===== src/rtl/cajero_pkg.sv =====
// Shared definitions for the shared-account controller: FSM encoding,
// transaction type codes and default datapath widths.
package cajero_pkg;

  typedef enum logic [1:0] {
    IDLE     = 2'd0,
    LEER     = 2'd1,
    ESPERA   = 2'd2,
    ESCRIBIR = 2'd3
  } estado_t;

  localparam logic DEPOSITO = 1'b0;
  localparam logic RETIRO   = 1'b1;

  localparam int W_BAL_DEF   = 64;
  localparam int W_MONTO_DEF = 32;

endpackage


===== src/rtl/rr_arbitro.sv =====
// Combinational round-robin picker: first asserted request at or after ptr,
// wrapping around. The rotating pointer lives in the parent.
module rr_arbitro #(
  parameter int N  = 4,
  parameter int IW = $clog2(N)
) (
  input  logic [N-1:0]  req,
  input  logic [IW-1:0] ptr,
  output logic [N-1:0]  grant,
  output logic [IW-1:0] id,
  output logic          valid
);

  always_comb begin
    logic [IW-1:0] idx;
    grant = '0;
    id    = '0;
    valid = 1'b0;
    idx   = '0;
    for (int k = 0; k < N; k++) begin
      idx = IW'((int'(ptr) + k) % N);
      if (!valid && req[idx]) begin
        grant[idx] = 1'b1;
        id         = idx;
        valid      = 1'b1;
      end
    end
  end

endmodule


===== src/rtl/arbitro_saldos.sv =====
// Shared-account controller: grants one cashier terminal at a time and runs a
// read-check-write sequence on the external balance RAM before the next grant.
module arbitro_saldos
  import cajero_pkg::*;
#(
  parameter int N_TERM    = 4,
  parameter int N_CUENTAS = 16,
  parameter int W_BAL     = W_BAL_DEF,
  parameter int W_MONTO   = W_MONTO_DEF,
  localparam int AW       = $clog2(N_CUENTAS),
  localparam int IW       = $clog2(N_TERM)
) (
  input  logic                      clk,
  input  logic                      reset,
  input  logic                      habilitar,
  input  logic [N_TERM-1:0]         req,
  input  logic [N_TERM-1:0]         req_tipo,
  input  logic [N_TERM*AW-1:0]      req_cuenta,
  input  logic [N_TERM*W_MONTO-1:0] req_monto,
  output logic [N_TERM-1:0]         ack,
  output logic                      mem_rd_en,
  output logic [AW-1:0]             mem_addr,
  input  logic [W_BAL-1:0]          mem_rd_data,
  output logic                      mem_wr_en,
  output logic [W_BAL-1:0]          mem_wr_data,
  output logic                      resp_valid,
  output logic [IW-1:0]             resp_id,
  output logic [W_BAL-1:0]          resp_balance,
  output logic                      fondos_insuficientes,
  output logic                      desborde
);

  // Handshake: a terminal holds req (with stable tipo/cuenta/monto) until it
  // sees its one-cycle ack; the fields are latched at grant, so req may drop
  // in the ack cycle. Every output is a flop loaded from the state it follows,
  // so each state's strobes appear one cycle after that state.
  estado_t             state_q, state_d;
  logic [IW-1:0]       ptr_q, ptr_d, id_q, id_d;
  logic                tipo_q, tipo_d;
  logic [AW-1:0]       cuenta_q, cuenta_d;
  logic [W_MONTO-1:0]  monto_q, monto_d;

  logic [N_TERM-1:0]   ack_q, ack_d;
  logic                rd_en_q, rd_en_d, wr_en_q, wr_en_d;
  logic [AW-1:0]       addr_q, addr_d;
  logic [W_BAL-1:0]    wr_data_q, wr_data_d, rbal_q, rbal_d;
  logic                rv_q, rv_d, fi_q, fi_d, des_q, des_d;
  logic [IW-1:0]       rid_q, rid_d;

  logic [N_TERM-1:0]   arb_grant;
  logic [IW-1:0]       arb_id;
  logic                arb_valid;

  logic [W_BAL:0]      monto_ext, suma;
  logic [W_BAL-1:0]    resta;
  logic                sin_fondos;

  rr_arbitro #(.N(N_TERM), .IW(IW)) u_rr (
    .req   (req),
    .ptr   (ptr_q),
    .grant (arb_grant),
    .id    (arb_id),
    .valid (arb_valid)
  );

  // Carry-out of the widened sum flags an overflowing deposit.
  always_comb begin
    monto_ext                = '0;
    monto_ext[W_MONTO-1:0]   = monto_q;
    suma                     = {1'b0, mem_rd_data} + monto_ext;
    sin_fondos               = monto_ext[W_BAL-1:0] > mem_rd_data;
    resta                    = mem_rd_data - monto_ext[W_BAL-1:0];
  end

  always_comb begin
    state_d   = state_q;
    ptr_d     = ptr_q;
    id_d      = id_q;
    tipo_d    = tipo_q;
    cuenta_d  = cuenta_q;
    monto_d   = monto_q;
    ack_d     = '0;
    rd_en_d   = 1'b0;
    addr_d    = '0;
    wr_en_d   = 1'b0;
    wr_data_d = '0;
    rv_d      = 1'b0;
    rid_d     = '0;
    rbal_d    = '0;
    fi_d      = 1'b0;
    des_d     = 1'b0;
    case (state_q)
      IDLE: begin
        if (habilitar && arb_valid) begin
          id_d     = arb_id;
          tipo_d   = req_tipo[arb_id];
          cuenta_d = req_cuenta[arb_id*AW +: AW];
          monto_d  = req_monto[arb_id*W_MONTO +: W_MONTO];
          ack_d    = arb_grant;
          ptr_d    = (arb_id == IW'(N_TERM-1)) ? '0 : arb_id + 1'b1;
          state_d  = LEER;
        end
      end
      LEER: begin
        rd_en_d = 1'b1;
        addr_d  = cuenta_q;
        state_d = ESPERA;
      end
      ESPERA: begin
        state_d = ESCRIBIR;
      end
      ESCRIBIR: begin
        rv_d    = 1'b1;
        rid_d   = id_q;
        state_d = IDLE;
        case (tipo_q)
          DEPOSITO: begin
            if (suma[W_BAL]) begin
              des_d  = 1'b1;
              rbal_d = mem_rd_data;
            end else begin
              wr_en_d   = 1'b1;
              addr_d    = cuenta_q;
              wr_data_d = suma[W_BAL-1:0];
              rbal_d    = suma[W_BAL-1:0];
            end
          end
          RETIRO: begin
            if (sin_fondos) begin
              fi_d   = 1'b1;
              rbal_d = mem_rd_data;
            end else begin
              wr_en_d   = 1'b1;
              addr_d    = cuenta_q;
              wr_data_d = resta;
              rbal_d    = resta;
            end
          end
        endcase
      end
      default: state_d = IDLE;
    endcase
  end

  always_ff @(posedge clk or negedge reset) begin
    if (!reset) begin
      state_q   <= IDLE;
      ptr_q     <= '0;
      id_q      <= '0;
      tipo_q    <= 1'b0;
      cuenta_q  <= '0;
      monto_q   <= '0;
      ack_q     <= '0;
      rd_en_q   <= 1'b0;
      addr_q    <= '0;
      wr_en_q   <= 1'b0;
      wr_data_q <= '0;
      rv_q      <= 1'b0;
      rid_q     <= '0;
      rbal_q    <= '0;
      fi_q      <= 1'b0;
      des_q     <= 1'b0;
    end else begin
      state_q   <= state_d;
      ptr_q     <= ptr_d;
      id_q      <= id_d;
      tipo_q    <= tipo_d;
      cuenta_q  <= cuenta_d;
      monto_q   <= monto_d;
      ack_q     <= ack_d;
      rd_en_q   <= rd_en_d;
      addr_q    <= addr_d;
      wr_en_q   <= wr_en_d;
      wr_data_q <= wr_data_d;
      rv_q      <= rv_d;
      rid_q     <= rid_d;
      rbal_q    <= rbal_d;
      fi_q      <= fi_d;
      des_q     <= des_d;
    end
  end

  assign ack                  = ack_q;
  assign mem_rd_en            = rd_en_q;
  assign mem_addr             = addr_q;
  assign mem_wr_en            = wr_en_q;
  assign mem_wr_data          = wr_data_q;
  assign resp_valid           = rv_q;
  assign resp_id              = rid_q;
  assign resp_balance         = rbal_q;
  assign fondos_insuficientes = fi_q;
  assign desborde             = des_q;

endmodule


===== config.mk =====
export PLATFORM = sky130hd
export DESIGN_NAME = arbitro_saldos
export DESIGN_NICKNAME = d
export VERILOG_FILES = /design/src/rtl/cajero_pkg.sv /design/src/rtl/rr_arbitro.sv /design/src/rtl/arbitro_saldos.sv
export SDC_FILE = /design/constraint.sdc
export NUM_CORES = 1
export LEC_CHECK = 0
export CORE_MARGIN = 10
export CORE_UTILIZATION = 51
export CTS_CLUSTER_SIZE = 14
export DETAILED_ROUTE_END_ITERATION = 8
export GPL_TIMING_DRIVEN = 1
export HOLD_SLACK_MARGIN = 0.12
export PLACE_DENSITY = 0.85
export SLEW_MARGIN = 20
export SYNTH_ARGS = -nofsm -noshare
export SYNTH_HDL_FRONTEND = slang
export SYNTH_SLANG_ARGS = --single-unit

===== constraint.sdc =====
create_clock -name clk -period 5.1 [get_ports clk]
set_clock_uncertainty 0.2 [all_clocks]
set_input_delay 1.02 -clock clk [delete_from_list [all_inputs] [get_ports clk]]
set_output_delay 1.02 -clock clk [all_outputs]
set_load 0.005 [all_outputs]

=== Word level (Yosys, flattened, before mapping) ===
Index checks and enable logic that the tools add are counted.

* Add/subtract/negate cells: 6
* Order comparisons: 10
* Eq/ne operators: 5
* Shift operators: 2
* Mux-type cells: 60
* Bitwise gates (word level): 4
* Reduce and logical (&&, ||, !) cells: 13

{| class="wikitable"
|+ Operators by type and width
! kind !! number
|-
| $mux W64 || 6
|-
| $pmux W64 S2 || 2
|-
| $shiftx A128 B8 Y32 || 1
|-
| $add A64 B32 Y65 || 1
|-
| $gt A32 B64 Y1 || 1
|-
| $sub A64 B32 Y64 || 1
|-
| $mux W4 || 8
|-
| $mux W1 || 24
|-
| $pmux W4 S2 || 2
|-
| $shiftx A16 B5 Y4 || 1
|-
| $lt A2 B3 Y1 const B || 5
|-
| $mux W2 || 7
|-
| $or A4 B4 Y4 || 3
|-
| $bmux W1 S2 || 5
|-
| $demux W1 S2 || 4
|-
| $ge A2 B1 Y1 const B || 4
|-
| $logic_and A1 B1 Y1 || 8
|-
| $pmux W2 S4 || 1
|-
| $eq A2 B2 Y1 const B || 3
|-
| $add A2 B1 Y2 const B || 2
|-
| $add A2 B2 Y2 const B || 2
|-
| $logic_not A1 Y1 || 3
|-
| $eq A2 B1 Y1 const B || 1
|-
| $logic_not A2 Y1 || 1
|-
| other kinds (4) || 4
|}

* Register bits: 186
* Output and inout port bits: 143
* Word-level logic and storage cells: 116

=== Longest topological paths before layout ===
* Depth after elaboration: 15
* Depth in mapped cells: 15
* Depth with buffers taken out: 12

=== Modules after synthesis ===
Synthesis repeated with hierarchy kept, for this count alone.

* Cell total of the unflattened synthesis: 1732
* Area total of the unflattened synthesis: 15039.4 sq um

{| class="wikitable"
|+ By module, submodules not included
! module !! times used !! cells an instance !! area each (sq um) !! sequential area each (sq um)
|-
| arbitro_saldos || 1 || 1687 || 14620.3 || 4654.5
|-
| rr_arbitro || 1 || 45 || 419.2 || 0.0
|}

=== Worst setup path before layout ===
OpenSTA, ideal clock, no wires.

* Path type: input to register
* Start point: in mem_rd_data[10]
* End point: reg rbal_q[22] (netlist: resp_balance[22])
* Data arrival time: 3745 ps
* Required time: 4796 ps
* Setup slack: 1051 ps
* Stages: 12
* Path through: ha_1 -> clkbuf_1 -> or3_1 -> a211o_1 -> nor2_1 -> o21ai_0 -> a21oi_1 -> or2_2 -> clkbuf_1 -> nor2b_1 -> nand2_1 -> a221oi_1

* Cells in the longest elaborated chain, start to end: 4
* Elaborated cells on any way between the ends: 7

{| class="wikitable"
|+ RTL lines
! what !! RTL line !! RTL
|-
| start: declaration || arbitro_saldos.sv:23 || <nowiki>input logic [W_BAL-1:0] mem_rd_data,</nowiki>
|-
| $sub A64 B32 Y64 (tied with other cells) || arbitro_saldos.sv:72 || <nowiki>resta = mem_rd_data - monto_ext[W_BAL-1:0];</nowiki>
|-
| $mux W64 (on tied branches) || arbitro_saldos.sv:129, arbitro_saldos.sv:118 ||
|-
| $pmux W64 S2 * || arbitro_saldos.sv:116 || <nowiki>case (tipo_q)</nowiki>
|-
| $mux W64 * || arbitro_saldos.sv:92 || <nowiki>case (state_q)</nowiki>
|-
| via rbal_d[22] || arbitro_saldos.sv:46 || <nowiki>logic [W_BAL-1:0] wr_data_q, wr_data_d, rbal_q, rbal_d;</nowiki>
|-
| end signal: assignment || arbitro_saldos.sv:177 || <nowiki>rbal_q <= rbal_d;</nowiki>
|-
| end: declaration || arbitro_saldos.sv:46 ||
|}

The timed path passes the listed nets; every way through them passes the cells marked *.
A chain may end at the register's enable or synchronous reset.

=== Final worst setup path ===
* Start point: in mem_rd_data[3]
* End point: reg rbal_q[39] (netlist: resp_balance[39])

Same word-level chain as after synthesis.

==> results.sh <==
export IMPL_htreeDepth=4
export IMPL_ys_seq_elements=186
export IMPL_synth_seq_area_share=0.311
export IMPL_grt_pass1_vias=17200
export IMPL_slew_headroom=0.423
export IMPL_cts_setup_buffers=0
export IMPL_drt_initial_drc_count=2106
export IMPL_antenna_cells=0
export IMPL_synth_xor_area_frac=0.0632
export IMPL_synth_edf_count=0
export IMPL_finalSetupViolCount=0
export IMPL_area_delta_synth_final_pct=39.8
export IMPL_clk_pin_slew_ns=0.08
export IMPL_antenna_found_initial=0
export IMPL_cts_resized=0
export IMPL_timing_final_crit_period_ns=4.89
export IMPL_r2r_end="resp_balance[39]"
export IMPL_cp_end_kind="flip-flop"
export IMPL_cts_sinks=186
export IMPL_hold_path_cell_count=1
export IMPL_r2r_start="monto_q[4]"
export IMPL_insertion_delay_ns=0.46
export IMPL_place_congestion=1.10
export IMPL_initial_utilization=0.519
export IMPL_vias_per_cell=6.32
export IMPL_cts_tree="yes"
export IMPL_drive_gt1_frac=0.135
export IMPL_grt_pass1_wl_mm=101
export IMPL_ant_nets=0
export IMPL_required_ns=5.26
export IMPL_io_pins=362
export IMPL_rsz0062_at_grt="no"
export IMPL_hpwl_mm=54.4
export IMPL_ir_drop_uv=466
export IMPL_yosysTopAreaCell="dfrtp_1"
export IMPL_fin_util=0.726
export IMPL_avgSynthCellArea_um2=8.09
export IMPL_synth_top_area_frac=0.311
export IMPL_tightest_slew_ns=0.863
export IMPL_synth_common_cells="nand2_1, dfrtp_1, nor2_1"
export IMPL_wl_mm=67.5
export IMPL_cts_made_buffers=17
export IMPL_ff2ff_setup_slack_ns=0.83
export IMPL_r2r_cells=13
export IMPL_synth_simple_area_share=0.202
export IMPL_track_usage=0.356
export IMPL_worstSetupPathType="primary input to flip-flop"
export IMPL_critPathArrivalTime_ns=5.05
export IMPL_final_nets=2601
export IMPL_setup_tns_final_ns=0
export IMPL_synth_compound_area_frac=0.227
export IMPL_dieArea_mm2=0.0366
export IMPL_synth_most_common_cell="nand2_1"
export IMPL_synthesis_area_mm2=0.0150
export IMPL_synthArstFlopShare=1.00
export IMPL_p_leak_uw=0.00897
export IMPL_max_freq_mhz=204
export IMPL_dpl_worst_slack_ns=-0.0856
export IMPL_finalHoldViolations=0
export IMPL_dpl_cell_count=2668
export IMPL_port_buffers=361
export IMPL_crit_fanout=22
export IMPL_rows=62
export IMPL_post_dp_cell_area_mm2=0.0202
export IMPL_final_design_area_no_fill_mm2=0.0209
export IMPL_synth_top_family_by_area="compound AO/OA/AOI/OAI gates"
export IMPL_hp_class="flip-flop to flip-flop"
export IMPL_setup_slack_ns=0.206
export IMPL_ys_flop_type="dfrtp_1"
export IMPL_root_buffer="clkbuf_16"
export IMPL_grt_max_degree=102
export IMPL_synth_area_leaders="dfrtp_1, ha_1, nand2_1"
export IMPL_die_h_um=191
export IMPL_slew_violations=0
export IMPL_holdBufCountCts=0
export IMPL_crit_path_start_kind="primary input"
export IMPL_die_w_um=191
export IMPL_holdPathEnd="resp_id[1]"
export IMPL_ys_warnings_count=0
export IMPL_synth_nets=2149
export IMPL_finalCritPeriodShare=0.960
export IMPL_ctsLongestPathBuffers=2
export IMPL_grt_overflow=0
export IMPL_power_density_mw_per_mm2=600
export IMPL_max_cap_violations=0
export IMPL_synthCells=1852
export IMPL_status="completed"
export IMPL_stdcell_count=2701
export IMPL_hp_start="id_q[1]"
export IMPL_synthMuxAreaShare=0.0730
export IMPL_vias=17100
export IMPL_synth_cell_types=77
export IMPL_first_pass_iters=6
export IMPL_synthAdderAreaFrac=0.0662
export IMPL_wl_per_cell_um=25.0
export IMPL_core_area_mm2=0.0289
export IMPL_drc_errors=0
[routing by layer]
layer  track usage  routed length, µm  up-vias
met1         0.444              25700     8077
met4         0.150               2870        0
met5             0                  0        -
met3        0.0789               7550      215
met2         0.585              31400     1262
li1              -                  -     7524
[report_power, final]
| part | switching (µW) | internal (µW) | leakage, µW |
|---|---|---|---|
| Sequential | 461 | 2070 | 0.00246 |
| Combinational | 4720 | 3640 | 0.00616 |
| Clock | 636 | 1040 | 0.000348 |
| Total | 5810 | 6740 | 0.00897 |
[critical path, stage by stage]
cell	delay [ns]
clkdlybuf4s50_1	0.56
ha_1	0.43
nor2_1	0.27
o211ai_1	0.27
buf_4	0.22
a211oi_1	0.54
a311o_1	0.27
a21o_1	0.11
a31oi_1	0.13
buf_12	0.22
nor4b_1	0.58
xnor2_1	0.12
a221oi_1	0.28
[worst max path at each step]
| stage | startpoint | endpoint | cells past startpoint |
|---|---|---|---|
| final | mem_rd_data[3] | resp_balance[39] | 13 |
| after global routing | mem_rd_data[3] | resp_balance[39] | 13 |
| after CTS | mem_rd_data[3] | mem_wr_data[27] | 15 |
| after detailed placement | mem_rd_data[3] | resp_balance[39] | 13 |
| after global placement | mem_rd_data[3] | mem_wr_data[27] | 15 |
| after floorplan | mem_rd_data[10] | resp_balance[22] | 12 |
[layout by cell type (no fill, tap or decap), types with 22 or more instances in the layout]
cell type,n
a221oi_1,22
mux2_2,46
nor3_1,55
a211oi_1,29
a21oi_1,139
nor2_1,152
xor2_1,28
nor2b_1,31
inv_1,83
dfrtp_1,185
ha_1,76
buf_4,192
a31oi_1,28
clkdlybuf4s50_1,360
mux2i_1,53
nor4_1,28
o21a_1,25
nand3_1,38
nand2_1,207
o21ai_0,138
xnor2_1,80
[per-stage QoR]
stage | hold slack [ns] | power (µW)
3_3_place_gp | 0.259 | 10300
3_5_place_dp | 0.272 | 10600
2_1_floorplan | 0.242 | 7040
4_1_cts | 0.299 | 12300
6_report | 0.300 | 12600
5_1_grt | 0.312 | 13200
[sequential cells by signal (all words and copies together) (netlist names)]
name	flops
ptr_q	2
desborde	1
tipo_q	1
resp_id	2
monto_q	32
id_q	2
ack	4
mem_wr_en	1
cuenta_q	4
mem_wr_data	64
state_q	2
fondos_insuficientes	1
resp_valid	1
mem_addr	4
resp_balance	64
mem_rd_en	1
[cells by family after synthesis]
logic type                 Yosys count
AOI/OAI and AO/OA                  535
xor gates and xnor gates           108
adders and majority gates           78
buffers and inverters              214
DFF                                186
muxes                              101
and+or+nand+nor                    630
[area by class of cell]
cell class / instances / area, µm²
clock buffer: 18 / 439
clock inverter: 14 / 287
fill: 2113 / 7920
inverter: 83 / 312
multi-input combinational: 1452 / 9490
sequential: 186 / 4660
tap: 384 / 480
timing repair buffer: 564 / 5270
Power figures use the tool's default switching activity.
